## config.mk

```make
export PLATFORM = sky130hd
export DESIGN_NAME = seg_scan_capture
export DESIGN_NICKNAME = d
export VERILOG_FILES = /design/src/rtl/seg_display_pkg.sv /design/src/rtl/seg_glyph_lookup.sv /design/src/rtl/seg_scan_capture.sv
export SDC_FILE = /design/constraint.sdc
export NUM_CORES = 1
export LEC_CHECK = 0
export ABC_AREA = 1
export ABC_CLOCK_PERIOD_IN_PS = 2000
export CAP_MARGIN = 10
export CORE_MARGIN = 2
export CORE_UTILIZATION = 31
export CTS_BUF_LIST = sky130_fd_sc_hd__clkbuf_4 sky130_fd_sc_hd__clkbuf_8
export DETAILED_ROUTE_END_ITERATION = 10
export GPL_ROUTABILITY_DRIVEN = 0
export HOLD_SLACK_MARGIN = 0.06
export PLACE_DENSITY = 0.61
export SETUP_SLACK_MARGIN = 0.05
export SYNTH_ARGS = -nofsm -noshare
export SYNTH_HDL_FRONTEND = slang
export SYNTH_HIERARCHICAL = 1
export SYNTH_SLANG_ARGS = --single-unit
```

## constraint.sdc

```tcl
create_clock -name clk -period 2 [get_ports clk]
set_input_delay 0.4 -clock clk [delete_from_list [all_inputs] [get_ports clk]]
set_output_delay 0.4 -clock clk [all_outputs]
set_load 0.02 [all_outputs]
```

## src/rtl/seg_display_pkg.sv

```systemverilog
// Shared types, glyph table and FSM encoding for the 7-segment display path.
package seg_display_pkg;

  typedef logic [7:0] seg_pattern_t;
  typedef logic [3:0] hex_nibble_t;

  typedef enum logic [1:0] {
    ST_IDLE     = 2'd0,
    ST_TRACK    = 2'd1,
    ST_CAPTURED = 2'd2
  } scan_state_t;

  // Sentinel for "no active anode found"; truncates to all-ones in narrower fields.
  localparam int SEG_IDX_NONE = -1;

  // Active-low pattern on seg_n[7:1] (a..g) for each hex value.
  function automatic logic [6:0] glyph_of(input hex_nibble_t nib);
    logic [6:0] g;
    case (nib)
      4'h0: g = 7'b0000001;
      4'h1: g = 7'b1001111;
      4'h2: g = 7'b0010010;
      4'h3: g = 7'b0000110;
      4'h4: g = 7'b1001100;
      4'h5: g = 7'b0100100;
      4'h6: g = 7'b0100000;
      4'h7: g = 7'b0001111;
      4'h8: g = 7'b0000000;
      4'h9: g = 7'b0000100;
      4'hA: g = 7'b0000010;
      4'hB: g = 7'b1100000;
      4'hC: g = 7'b1110010;
      4'hD: g = 7'b1000010;
      4'hE: g = 7'b0110000;
      default: g = 7'b0111000;
    endcase
    return g;
  endfunction

endpackage

```

## src/rtl/seg_glyph_lookup.sv

```systemverilog
// Reverse glyph lookup: 7-bit active-low segment pattern to hex nibble, with miss flag.
module seg_glyph_lookup
  import seg_display_pkg::*;
(
  input  logic [6:0]  pattern_i,
  output hex_nibble_t nibble_o,
  output logic        miss_o
);

  always_comb begin
    nibble_o = '0;
    miss_o   = 1'b1;
    for (int i = 0; i < 16; i++) begin
      if (pattern_i == glyph_of(4'(i))) begin
        nibble_o = 4'(i);
        miss_o   = 1'b0;
      end
    end
  end

endmodule

```

## src/rtl/seg_scan_capture.sv

```systemverilog
// Multiplexed 7-segment bus monitor: debounces single-digit patterns, decodes them per digit
// and streams capture events. Define SEG_CAPTURE_SYNC_EN to add a 2-flop input synchronizer.
module seg_scan_capture
  import seg_display_pkg::*;
#(
  parameter  int DIGITS        = 8,
  parameter  int STABLE_CYCLES = 4,
  localparam int IDXW          = $clog2(DIGITS)
) (
  input  logic                  clk,
  input  logic                  rst_n,
  input  logic [DIGITS-1:0]     an_n,
  input  logic [7:0]            seg_n,
  output logic [4*DIGITS-1:0]   digits_o,
  output logic [DIGITS-1:0]     dp_o,
  output logic [DIGITS-1:0]     err_o,
  output logic                  upd_valid,
  input  logic                  upd_ready,
  output logic [IDXW-1:0]       upd_idx,
  output logic [3:0]            upd_data,
  output logic                  upd_err,
  output logic                  overflow_o,
  output logic                  frame_o
);

  localparam int         SW         = DIGITS + 8;
  localparam logic [7:0] STABLE_C   = 8'(STABLE_CYCLES);
  localparam logic       STABLE_ONE = (STABLE_CYCLES == 1);

  logic [SW-1:0] samp;
  logic [SW-1:0] prev_q;

`ifdef SEG_CAPTURE_SYNC_EN
  logic [SW-1:0] sync1_q, sync2_q;
  always_ff @(posedge clk or negedge rst_n) begin
    if (!rst_n) begin
      sync1_q <= '1;
      sync2_q <= '1;
    end else begin
      sync1_q <= {an_n, seg_n};
      sync2_q <= sync1_q;
    end
  end
  assign samp = sync2_q;
`else
  assign samp = {an_n, seg_n};
`endif

  logic [DIGITS-1:0] samp_act;
  seg_pattern_t      samp_seg;
  logic              samp_valid;
  logic              samp_same;
  logic [IDXW-1:0]   samp_idx;
  hex_nibble_t       lk_nibble;
  logic              lk_miss;

  assign samp_act   = ~samp[SW-1:8];
  assign samp_seg   = samp[7:0];
  assign samp_valid = (samp_act != '0) && ((samp_act & (samp_act - 1'b1)) == '0);
  assign samp_same  = (samp == prev_q);

  always_comb begin
    int first_zero;
    first_zero = SEG_IDX_NONE;
    for (int i = DIGITS - 1; i >= 0; i--) begin
      if (samp_act[i]) first_zero = i;
    end
    samp_idx = first_zero[IDXW-1:0];
  end

  seg_glyph_lookup u_lookup (
    .pattern_i (samp_seg[7:1]),
    .nibble_o  (lk_nibble),
    .miss_o    (lk_miss)
  );

  scan_state_t state_q;
  logic [7:0]  cnt_q;
  logic [DIGITS-1:0] seen_q;
  logic [DIGITS-1:0] seen_nx;
  logic        capture;

  // A new valid pattern counts as its own first sample, so STABLE_CYCLES=1 captures at once.
  always_comb begin
    capture = 1'b0;
    case (state_q)
      ST_IDLE:     capture = samp_valid && STABLE_ONE;
      ST_TRACK:    capture = samp_valid && (samp_same ? (cnt_q + 8'd1 == STABLE_C) : STABLE_ONE);
      ST_CAPTURED: capture = samp_valid && !samp_same && STABLE_ONE;
      default:     capture = 1'b0;
    endcase
  end

  assign seen_nx = seen_q | samp_act;

  always_ff @(posedge clk or negedge rst_n) begin
    if (!rst_n) begin
      prev_q     <= '1;
      state_q    <= ST_IDLE;
      cnt_q      <= '0;
      seen_q     <= '0;
      digits_o   <= '0;
      dp_o       <= '0;
      err_o      <= '0;
      upd_valid  <= 1'b0;
      upd_idx    <= '0;
      upd_data   <= '0;
      upd_err    <= 1'b0;
      overflow_o <= 1'b0;
      frame_o    <= 1'b0;
    end else begin
      prev_q  <= samp;
      frame_o <= 1'b0;
      if (upd_valid && upd_ready) upd_valid <= 1'b0;

      case (state_q)
        ST_IDLE: begin
          if (samp_valid) begin
            cnt_q   <= 8'd1;
            state_q <= capture ? ST_CAPTURED : ST_TRACK;
          end else begin
            cnt_q <= '0;
          end
        end
        ST_TRACK: begin
          if (!samp_valid) begin
            cnt_q   <= '0;
            state_q <= ST_IDLE;
          end else if (!samp_same) begin
            cnt_q   <= 8'd1;
            state_q <= capture ? ST_CAPTURED : ST_TRACK;
          end else begin
            cnt_q <= cnt_q + 8'd1;
            if (capture) state_q <= ST_CAPTURED;
          end
        end
        ST_CAPTURED: begin
          if (!samp_same) begin
            if (samp_valid) begin
              cnt_q   <= 8'd1;
              state_q <= capture ? ST_CAPTURED : ST_TRACK;
            end else begin
              cnt_q   <= '0;
              state_q <= ST_IDLE;
            end
          end
        end
        default: begin
          cnt_q   <= '0;
          state_q <= ST_IDLE;
        end
      endcase

      if (capture) begin
        digits_o[{samp_idx, 2'b00} +: 4] <= lk_nibble;
        dp_o[samp_idx]  <= ~samp_seg[0];
        err_o[samp_idx] <= lk_miss;
        // Digit registers always update; only the stream event can be lost.
        if (!upd_valid || upd_ready) begin
          upd_valid <= 1'b1;
          upd_idx   <= samp_idx;
          upd_data  <= lk_nibble;
          upd_err   <= lk_miss;
        end else begin
          overflow_o <= 1'b1;
        end
        if (seen_nx == '1) begin
          frame_o <= 1'b1;
          seen_q  <= '0;
        end else begin
          seen_q <= seen_nx;
        end
      end
    end
  end

endmodule

```

==> out/metrics.cfg <==
[die]
rows = 47
io_pins = 78
dieArea_mm2 = 0.0177
die_y_um = 133
die_w_um = 133
core_mm2 = 0.0164
initial_core_util_pct = 31.4

[sta]
worstMarginPinSlew_ps = 507
drv_slew = 0
setup_violations = 1
fmax_mhz = 500
period_share_pct = 100
tns_ps = -1.80
rsz0062_at_grt = true
fin_crit_ps = 2000
finalHoldWorstSlack_ps = 46.6
slew_headroom_pct = 66.2
setup_slack_ps = -1.80
hold_violations = 0
fin_skew_ps = 7.96

[final_layout]
diodes = 0
fin_nets = 884
drive_above_1_share_pct = 27.8
syn2layout_area_growth_pct = 45.3

[detailed_routing]
drt_iter0_drc = 229
drt_wl_total_um = 14400
antenna_left = 0
routedWlPerCell_um = 13.3
via_per_inst = 4.60
vias = 5000
first_pass_iters = 4
drcViolationCount = 0

[synthesis]
syn_avg_cell_area_um2 = 7.44
synth-seq-cells = 93
yosysUniqueCellTypes = 33
synth_nets = 715
netlist_instances = 692
synth_area_mm2 = 0.00515
yosysSeqAreaShare_pct = 45.6
yosysWarnings = 6

[critical_path]
startpoint_type = flop
rr_worst_depth = 12
cp-startpoint = cnt_q[0]$_DFFE_PN0P_
cp.required_ps = 2280
endpoint = digits_o[15]$_DFFE_PN0P_
critPathCaptureType = flop
critical_path_class = flop to flop
rrSetupSlack_ps = -2
cp_max_fo = 7
timing.rr.end = digits_o[15]$_DFFE_PN0P_
reg2reg_from = cnt_q[0]$_DFFE_PN0P_
arrival_ps = 2280

[power]
power.internal_uw = 2950
ir_drop_v = 0.000272
pwr-share-clk_pct = 35.5
power_frac_seq_pct = 47.1
leakagePower_uw = 0.00380
p_sw_uw = 1150
switching_share_pct = 28.1
p_comb_share_pct = 17.4
powerDensity_mw_per_mm2 = 547

[outcome]
failed_checks = negative setup slack
status = finished, violations left

[clock_tree]
clockBufferDepth = 2
cts_root_buf = clkbuf_8
clk-insertion-delay-late_ps = 380
clk_pin_slew_worst_paths_ps = 90
cts_tree = yes
numCtsBuffers = 9
cts.sinks = 93
h-tree-depth = 3

[placed_design]
io_buffers = 77
dp_hpwl_um = 10600

[global_routing]
grt_use_total_pct = 16.7
use_met1_pct = 22.1
grt_pass1_vias = 4711
antenna_found_initial = 0
grt_remaining_overflow = 0
grt_use_met3_pct = 3.03
grt_max_degree = 94
grt_pass1_wl_um = 23300
grtUsageMet2_pct = 27.2
busiest_layer = met2

[min_path]
hold_path_class = input port to async pin

[run]
cap_violations = 0

## registers in the layout, summed over array words and instances (netlist names), 2 cells and up
| register | flops |
|---|---|
| upd_idx | 3 |
| prev_q | 16 |
| err_o | 8 |
| dp_o | 8 |
| digits_o | 32 |
| state_q | 2 |
| upd_data | 4 |
| seen_q | 8 |
| cnt_q | 8 |
## cells by family after synthesis
kind of cell / after synthesis / synth area share, %
AND/OR/NAND/NOR: 451 / 40.4
buffers and inverters: 103 / 8.19
flip-flops: 93 / 45.6
AO/OA/AOI/OAI: 39 / 4.52
adder cells (fa/ha/maj): 4 / 0.972
XOR/XNOR: 2 / 0.340
## stage by stage
step                      setup WS, ps  total power (uW)  instance area [um2]  utilization, %  cells
after floorplan                  -50.9              2310                 5260               -    692
final                            -1.80              4100                 7480            45.6   1086
after global placement            -648              2620                 6890            42.0   1061
after detailed placement          -682              2630                 6890            42.0   1061
after CTS                        -62.4              4140                 7360            44.8   1084
after global routing              -134              4290                 7480            45.6   1086
## cell usage after synthesis, drive strengths merged
cell,count,area [um2]
o21ai,30,180
o22ai,2,12.5
clkbuf,13,48.8
o21bai,2,15.0
ha,4,50.1
nor3,3,26.3
nand2,243,945
inv,80,300
a21oi,5,25.0
nand4,66,432
buf,9,68.8
dfstp,16,420
nor2,97,435
xor2,2,17.5
dfrtp,77,1930
nand3b,1,7.51
nor4,1,6.26
nand3,40,228
clkinv,1,3.75
## layout make-up
cell class,instances,area (um2)
inverters,81,328
fillers,1608,8930
well taps,220,275
multi-input cells,496,2670
flip-flops and latches,93,2350
clock buffers,12,153
repair buffers,180,1630
clock inverters,4,73.8
## power groups by stage
stage          combinational (uW)  clock, uW  sequential [uW]
6_report                      712       1460             1930
5_1_grt                       783       1570             1930
4_1_cts                       705       1500             1930
3_5_place_dp                  663          0             1960
3_3_place_gp                  657          0             1960
2_1_floorplan                 351          0             1960
## placed cells by master, fill, tap and decap left out, types with 12 or more instances in the layout
master           instances
nand2_1                218
inv_1                   64
nor2_2                  18
nand2_2                 19
clkdlybuf4s50_1         61
nand4_1                 63
dfstp_2                 16
buf_4                   90
o21ai_1                 12
nand3_1                 29
dfrtp_1                 77
dlygate4sd2_1           13
nor2_4                  14
inv_2                   12
nor2_1                  64
## worst min path at each step
stage | slack (ps) | endpoint
2_1_floorplan | 100 | cnt_q[0]$_DFFE_PN0P_
3_3_place_gp | 460 | digits_o[17]$_DFFE_PN0P_
3_5_place_dp | 460 | digits_o[23]$_DFFE_PN0P_
4_1_cts | 70 | seen_q[5]$_DFFE_PN0P_
6_report | 50 | dp_o[6]$_DFFE_PN0P_
5_1_grt | 100 | seen_q[5]$_DFFE_PN0P_
## worst max-delay path, stage by stage, from the launching register on
cell     delay (ps)
dfrtp_1         400
ha_4            190
inv_1            50
nand2_1          90
nand2_1          50
nor2_1           80
nand2_1          70
nor2_2          150
nand3_4         140
nor2_4          210
nand4_1         270
nand2_1         140
nand2_1          60
## layer usage
metal	vias up	wire length, um
met5	-	0
met4	0	293
met3	16	571
met2	97	6820
met1	2325	6730
li1	2562	-
## what timing repair did
action | 4_1_cts | 5_1_grt
endpoints found under the setup margin | 75 | 76
hold endpoints to repair | 0 | 0
pin swaps | 41 | 17
setup buffers | 8 | 2
hold buffers | 0 | 0
resized for setup | 64 | 38
No activity file was read; power rests on OpenSTA's default activity.
